==> src/rtl/readout_pkg.sv <==
// rtl/readout_pkg.sv - shared state encoding and byte constants for the readout sequencer
package readout_pkg;

    typedef enum logic [2:0] {
        ST_IDLE    = 3'd0,
        ST_SETUP   = 3'd1,
        ST_CAPTURE = 3'd2,
        ST_PRESENT = 3'd3,
        ST_DONE    = 3'd4
    } seq_state_t;

    localparam logic [7:0] CHECKSUM_SEED = 8'h00;
    localparam logic [7:0] OOB_BYTE      = 8'h00;

endpackage

==> src/rtl/readout_checksum.sv <==
// rtl/readout_checksum.sv - XOR accumulator over the bytes of one scan
module readout_checksum
    import readout_pkg::*;
(
    input  logic       clock,
    input  logic       reset,
    input  logic       clear,
    input  logic       enable,
    input  logic [7:0] byte_in,
    output logic [7:0] sum
);

    always_ff @(posedge clock) begin
        if (reset || clear) begin
            sum <= CHECKSUM_SEED;
        end else if (enable) begin
            sum <= sum ^ byte_in;
        end
    end

endmodule

==> src/rtl/readout_sequencer.sv <==
// rtl/readout_sequencer.sv - scans/reads the decoded byte store onto a valid/ready stream; READOUT_CHECKSUM_EN appends an XOR byte
module readout_sequencer
    import readout_pkg::*;
#(
    parameter int NUM_BYTES = 4,
    parameter int ADDR_W    = 4
) (
    input  logic              clock,
    input  logic              reset,
    input  logic              frame_valid,
    input  logic              transmission_begin,
    output logic [ADDR_W-1:0] mux_address,
    input  logic [7:0]        mux_data,
    input  logic              manual_req,
    input  logic [ADDR_W-1:0] manual_address,
    output logic [7:0]        byte_out,
    output logic              byte_valid,
    input  logic              byte_ready,
    output logic              frame_done,
    output logic              overrun
);

    localparam logic [ADDR_W-1:0] LAST_ADDR     = ADDR_W'(NUM_BYTES - 1);
    localparam logic [ADDR_W:0]   NUM_BYTES_EXT = (ADDR_W + 1)'(NUM_BYTES);

    seq_state_t        state_q, state_d;
    logic [ADDR_W-1:0] addr_q;
    logic [7:0]        byte_q;
    logic              fv_q;
    logic              manual_q;
    logic              overrun_q;

    logic              fv_rise;
    logic              last_addr;
    logic              addr_oob;
    logic              start_scan;
    logic              start_manual;
    logic              advance;
    logic              load_byte;
    logic              abort;
    logic [7:0]        capture_value;

`ifdef READOUT_CHECKSUM_EN
    logic              csum_phase_q;
    logic              enter_csum;
    logic [7:0]        csum;

    readout_checksum u_checksum (
        .clock   (clock),
        .reset   (reset),
        .clear   (start_scan),
        .enable  (load_byte && !csum_phase_q && !manual_q),
        .byte_in (capture_value),
        .sum     (csum)
    );
`endif

    assign fv_rise   = frame_valid && !fv_q;
    assign last_addr = (addr_q == LAST_ADDR);
    assign addr_oob  = ({1'b0, addr_q} >= NUM_BYTES_EXT);

    always_comb begin
        capture_value = addr_oob ? OOB_BYTE : mux_data;
`ifdef READOUT_CHECKSUM_EN
        if (csum_phase_q) begin
            capture_value = csum;
        end
`endif
    end

    always_ff @(posedge clock) begin
        if (reset) begin
            state_q <= ST_IDLE;
        end else begin
            state_q <= state_d;
        end
    end

    always_comb begin
        state_d      = state_q;
        start_scan   = 1'b0;
        start_manual = 1'b0;
        advance      = 1'b0;
        load_byte    = 1'b0;
        abort        = 1'b0;
`ifdef READOUT_CHECKSUM_EN
        enter_csum   = 1'b0;
`endif
        // A new transmission overwrites the store, so any scan in flight is stale.
        if (transmission_begin && state_q != ST_IDLE) begin
            state_d = ST_IDLE;
            abort   = 1'b1;
        end else begin
            case (state_q)
                ST_IDLE: begin
                    if (fv_rise) begin
                        state_d    = ST_SETUP;
                        start_scan = 1'b1;
                    end else if (manual_req) begin
                        state_d      = ST_SETUP;
                        start_manual = 1'b1;
                    end
                end
                ST_SETUP: begin
                    state_d = ST_CAPTURE;
                end
                ST_CAPTURE: begin
                    state_d   = ST_PRESENT;
                    load_byte = 1'b1;
                end
                ST_PRESENT: begin
                    if (byte_ready) begin
                        if (manual_q) begin
                            state_d = ST_IDLE;
                        end else if (!last_addr) begin
                            state_d = ST_SETUP;
                            advance = 1'b1;
`ifdef READOUT_CHECKSUM_EN
                        end else if (!csum_phase_q) begin
                            state_d    = ST_CAPTURE;
                            enter_csum = 1'b1;
`endif
                        end else begin
                            state_d = ST_DONE;
                        end
                    end
                end
                ST_DONE: begin
                    state_d = ST_IDLE;
                end
                default: begin
                    state_d = ST_IDLE;
                end
            endcase
        end
    end

    always_ff @(posedge clock) begin
        if (reset) begin
            addr_q    <= '0;
            byte_q    <= 8'h00;
            fv_q      <= 1'b0;
            manual_q  <= 1'b0;
            overrun_q <= 1'b0;
        end else begin
            fv_q <= frame_valid;
            if (abort) begin
                overrun_q <= 1'b1;
            end
            if (start_scan) begin
                addr_q   <= '0;
                manual_q <= 1'b0;
            end else if (start_manual) begin
                addr_q   <= manual_address;
                manual_q <= 1'b1;
            end else if (advance && !last_addr) begin
                addr_q <= addr_q + 1'b1;
            end
            if (load_byte) begin
                byte_q <= capture_value;
            end
        end
    end

`ifdef READOUT_CHECKSUM_EN
    always_ff @(posedge clock) begin
        if (reset || start_scan) begin
            csum_phase_q <= 1'b0;
        end else if (enter_csum) begin
            csum_phase_q <= 1'b1;
        end
    end
`endif

    assign mux_address = addr_q;
    assign byte_out    = byte_q;
    assign byte_valid  = (state_q == ST_PRESENT);
    assign frame_done  = (state_q == ST_DONE);
    assign overrun     = overrun_q;

endmodule

==> config.mk <==
export PLATFORM = sky130hd
export DESIGN_NAME = readout_sequencer
export DESIGN_NICKNAME = d
export VERILOG_FILES = /design/src/rtl/readout_pkg.sv /design/src/rtl/readout_checksum.sv /design/src/rtl/readout_sequencer.sv
export SDC_FILE = /design/constraint.sdc
export NUM_CORES = 1
export LEC_CHECK = 0
export ABC_AREA = 1
export BUFFER_PORTS_ARGS = -buffer_cell sky130_fd_sc_hd__buf_4
export CORE_MARGIN = 3
export CORE_UTILIZATION = 38
export DETAILED_ROUTE_END_ITERATION = 16
export SLEW_MARGIN = 25
export SYNTH_ARGS = -nofsm -noshare
export SYNTH_HDL_FRONTEND = slang
export SYNTH_HIERARCHICAL = 1
export SYNTH_SLANG_ARGS = --single-unit
==> constraint.sdc <==
create_clock -name clock -period 1.85 [get_ports clock]
set_input_delay 0.185 -clock clock [delete_from_list [all_inputs] [get_ports clock]]
set_output_delay 0.185 -clock clock [all_outputs]
set_load 0.01 [all_outputs]
==> qor.yml <==
outcome:
  outcome: "complete, no violations"
power_and_ir_drop:
  leakage_nw: 0.603
  power_density_nw_per_um2: 1110
  irDropWorstVdd_uv: 633
  finalPower_mw: 1.36
grt:
  grt_max_degree: 13
  antenna_found_initial: 0
  grt-ovfl-total: 0
  grt_pass1_wl_mm: 3.68
  grt.total_usage_pct: 14.8
  grt_pass1_vias: 843
sta:
  fin_crit_sh_pct: 73.5
  period_needed_ns: 1.36
  max_freq_ghz: 0.736
  max_slew.worst_pin.slew_ns: 0.289
  report.final.slew_viol_count: 0
  hold_viol: 0
  setup_viol: 0
  finClkSkew_ns: 0.00160
  rsz0062_at_grt: "false"
  timing.slew.headroom_pct: 80.7
  tns_ns: 0
clock_tree:
  ctsHoldBuffers: 0
  clk_latency_ns: 0.29
  post_cts_buffers: 0
  path_clk_slew_ns: 0.10
  cts_tree: "yes"
  cts_sinks: 18
  clockBufferDepth: 2
  htreeDepth: 1
  ctsRootBufferMaster: "clkbuf_4"
  numCtsBuffers: 3
  cts_resized: 0
yosys:
  seq_area_frac_synth_pct: 39.1
  synth_nets: 150
  yosys_warnings: 6
  synth-seq-cells: 18
  avgSynthCellArea_sq_um: 7.03
  synth.top_cell.area_share_pct: 39.1
  syn_area_sq_um: 921
  synth_top_cell_by_area: "dfxtp_1"
  synthTopCellsByArea: "dfxtp_1 (39%), nand3_1 (11%), nand2_1 (10%)"
  ys_types: 24
  syn_inst: 131
min_path:
  holdPathStages: 3
  min_from: "frame_valid"
  hold_class: "in -> reg"
  hold_end: "fv_q"
critical_path:
  regToRegSetupSlack_ns: 0.54
  ff2ff_path_depth: 7
  worstSetupPathType: "reg -> out"
  end_kind: "output port"
  r2r_end: "mux_address[3]"
  worstPathArrival_ns: 1.17
  required_ns: 1.66
  reg2reg_from: "mux_address[0]"
  setup.worst_path.start_class: "register"
  crit_fanout: 6
die:
  io_pins: 33
  initial_core_util_pct: 40.8
  coreArea_sq_um: 2250
  dieHeight_um: 55.2
  die_width_um: 55.2
  dieArea_sq_um: 3050
  rows: 17
cells_and_area:
  nets: 186
  final_layout_size_suffix_gt1_share_pct: 29.5
  nFillCells: 226
  syn_to_final_growth_pct: 33.4
  antennaDiodeCount: 0
routing:
  routed_via_density: 4.90
  ant_nets: 0
  vias: 950
  drc: 0
  dr.pass1.iters: 4
  totalWireLength_mm: 2.13
  drt_iter0_drc: 25
  wl_per_cell_um: 11.0
flow_run:
  drv_cap: 0
place:
  place_hpwl_mm: 1.68
  gp_congestion: 0.812
  io_buffers: 32
-- worst max-delay path, cell delays in order (launching register included) --
cell	delay, ns
dfxtp_1	0.46
nand2_1	0.10
nor2_1	0.17
buf_4	0.15
-- metrics by stage --
step / utilization [%] / hold slack [ns] / instance area [sq um] / setup slack [ns] / std cells
floorplan: - / 0.310 / 921 / 0.604 / 131
global placement: 52.9 / 0.407 / 1190 / 0.573 / 190
detailed placement: 52.9 / 0.413 / 1190 / 0.540 / 190
CTS: 54.5 / 0.104 / 1230 / 0.492 / 194
global route: 54.5 / 0.137 / 1230 / 0.340 / 194
finish: 54.5 / 0.111 / 1230 / 0.491 / 194
-- power breakdown --
part / switching [mW] / internal, mW
Clock: 0.117 / 0.120
Combinational: 0.341 / 0.249
Sequential: 0.0796 / 0.458
Total: 0.538 / 0.826
-- cell usage after synthesis (all sizes together) --
library cell	number
nand2	27
nand3	20
nand4	3
ha	1
inv	14
nor2	26
nor3	1
o21a	1
o21ai	2
clkbuf	1
a31oi	1
clkinv	1
nand3b	2
dfxtp	18
a21oi	12
or2	1
-- logic make-up (layout without fill, tap and decap cells) --
logic type,count (synthesis),in the layout,share of synthesized area (%)
simple gates,80,80,43.3
fa+ha+maj,1,1,1.36
compound gates,16,16,9.51
flops,18,18,39.1
buf+inv,16,51,6.66
-- cell type report --
class                           count  area, sq um  share of cell area (%)
Clock buffer                        4         36.3                    2.95
Inverter                           15         57.6                    4.68
Multi-Input combinational cell     97          499                    40.6
Sequential cell                    18          360                    29.3
Tap cell                           28         35.0                    2.85
Timing Repair Buffer               32          240                    19.6
-- routing by layer --
metal  part of all wire, %  wire, um  track usage [%]
met2                    43       914             23.5
met4                  0.61        13             4.17
met1                    50      1050             19.6
met5                     0         0                0
met3                   6.9       146             3.97
-- layout by cell type (no fill, tap or decap), drive strengths merged --
master  netlist  routed
nand4         3       3
o21ai         2       2
clkinv        1       1
o21a          1       1
a31oi         1       1
nand2        27      27
a21oi        12      12
or2           1       1
inv          14      14
buf           0      32
nor3          1       1
nand3b        2       2
ha            1       1
nand3        20      20
clkbuf        1       4
nor2         26      26
dfxtp        18      18
-- state kept, by name, summed over array words and instances (netlist names) --
signal and cells:
byte_out 8, fv_q 1, manual_q 1, mux_address 4, overrun 1, state_q 3
-- worst max-delay path by stage --
stage | startpoint | to | depth (start not counted) | slack (ns)
3_5_place_dp | mux_address[0] | mux_address[1] | 7 | 0.54
2_1_floorplan | mux_address[0] | mux_address[1] | 7 | 0.60
4_1_cts | state_q[1] | byte_valid | 3 | 0.49
3_3_place_gp | mux_address[0] | mux_address[2] | 7 | 0.57
6_report | state_q[1] | byte_valid | 3 | 0.49
5_1_grt | mux_address[0] | mux_address[3] | 7 | 0.34
(Power assumes the default switching activity.)
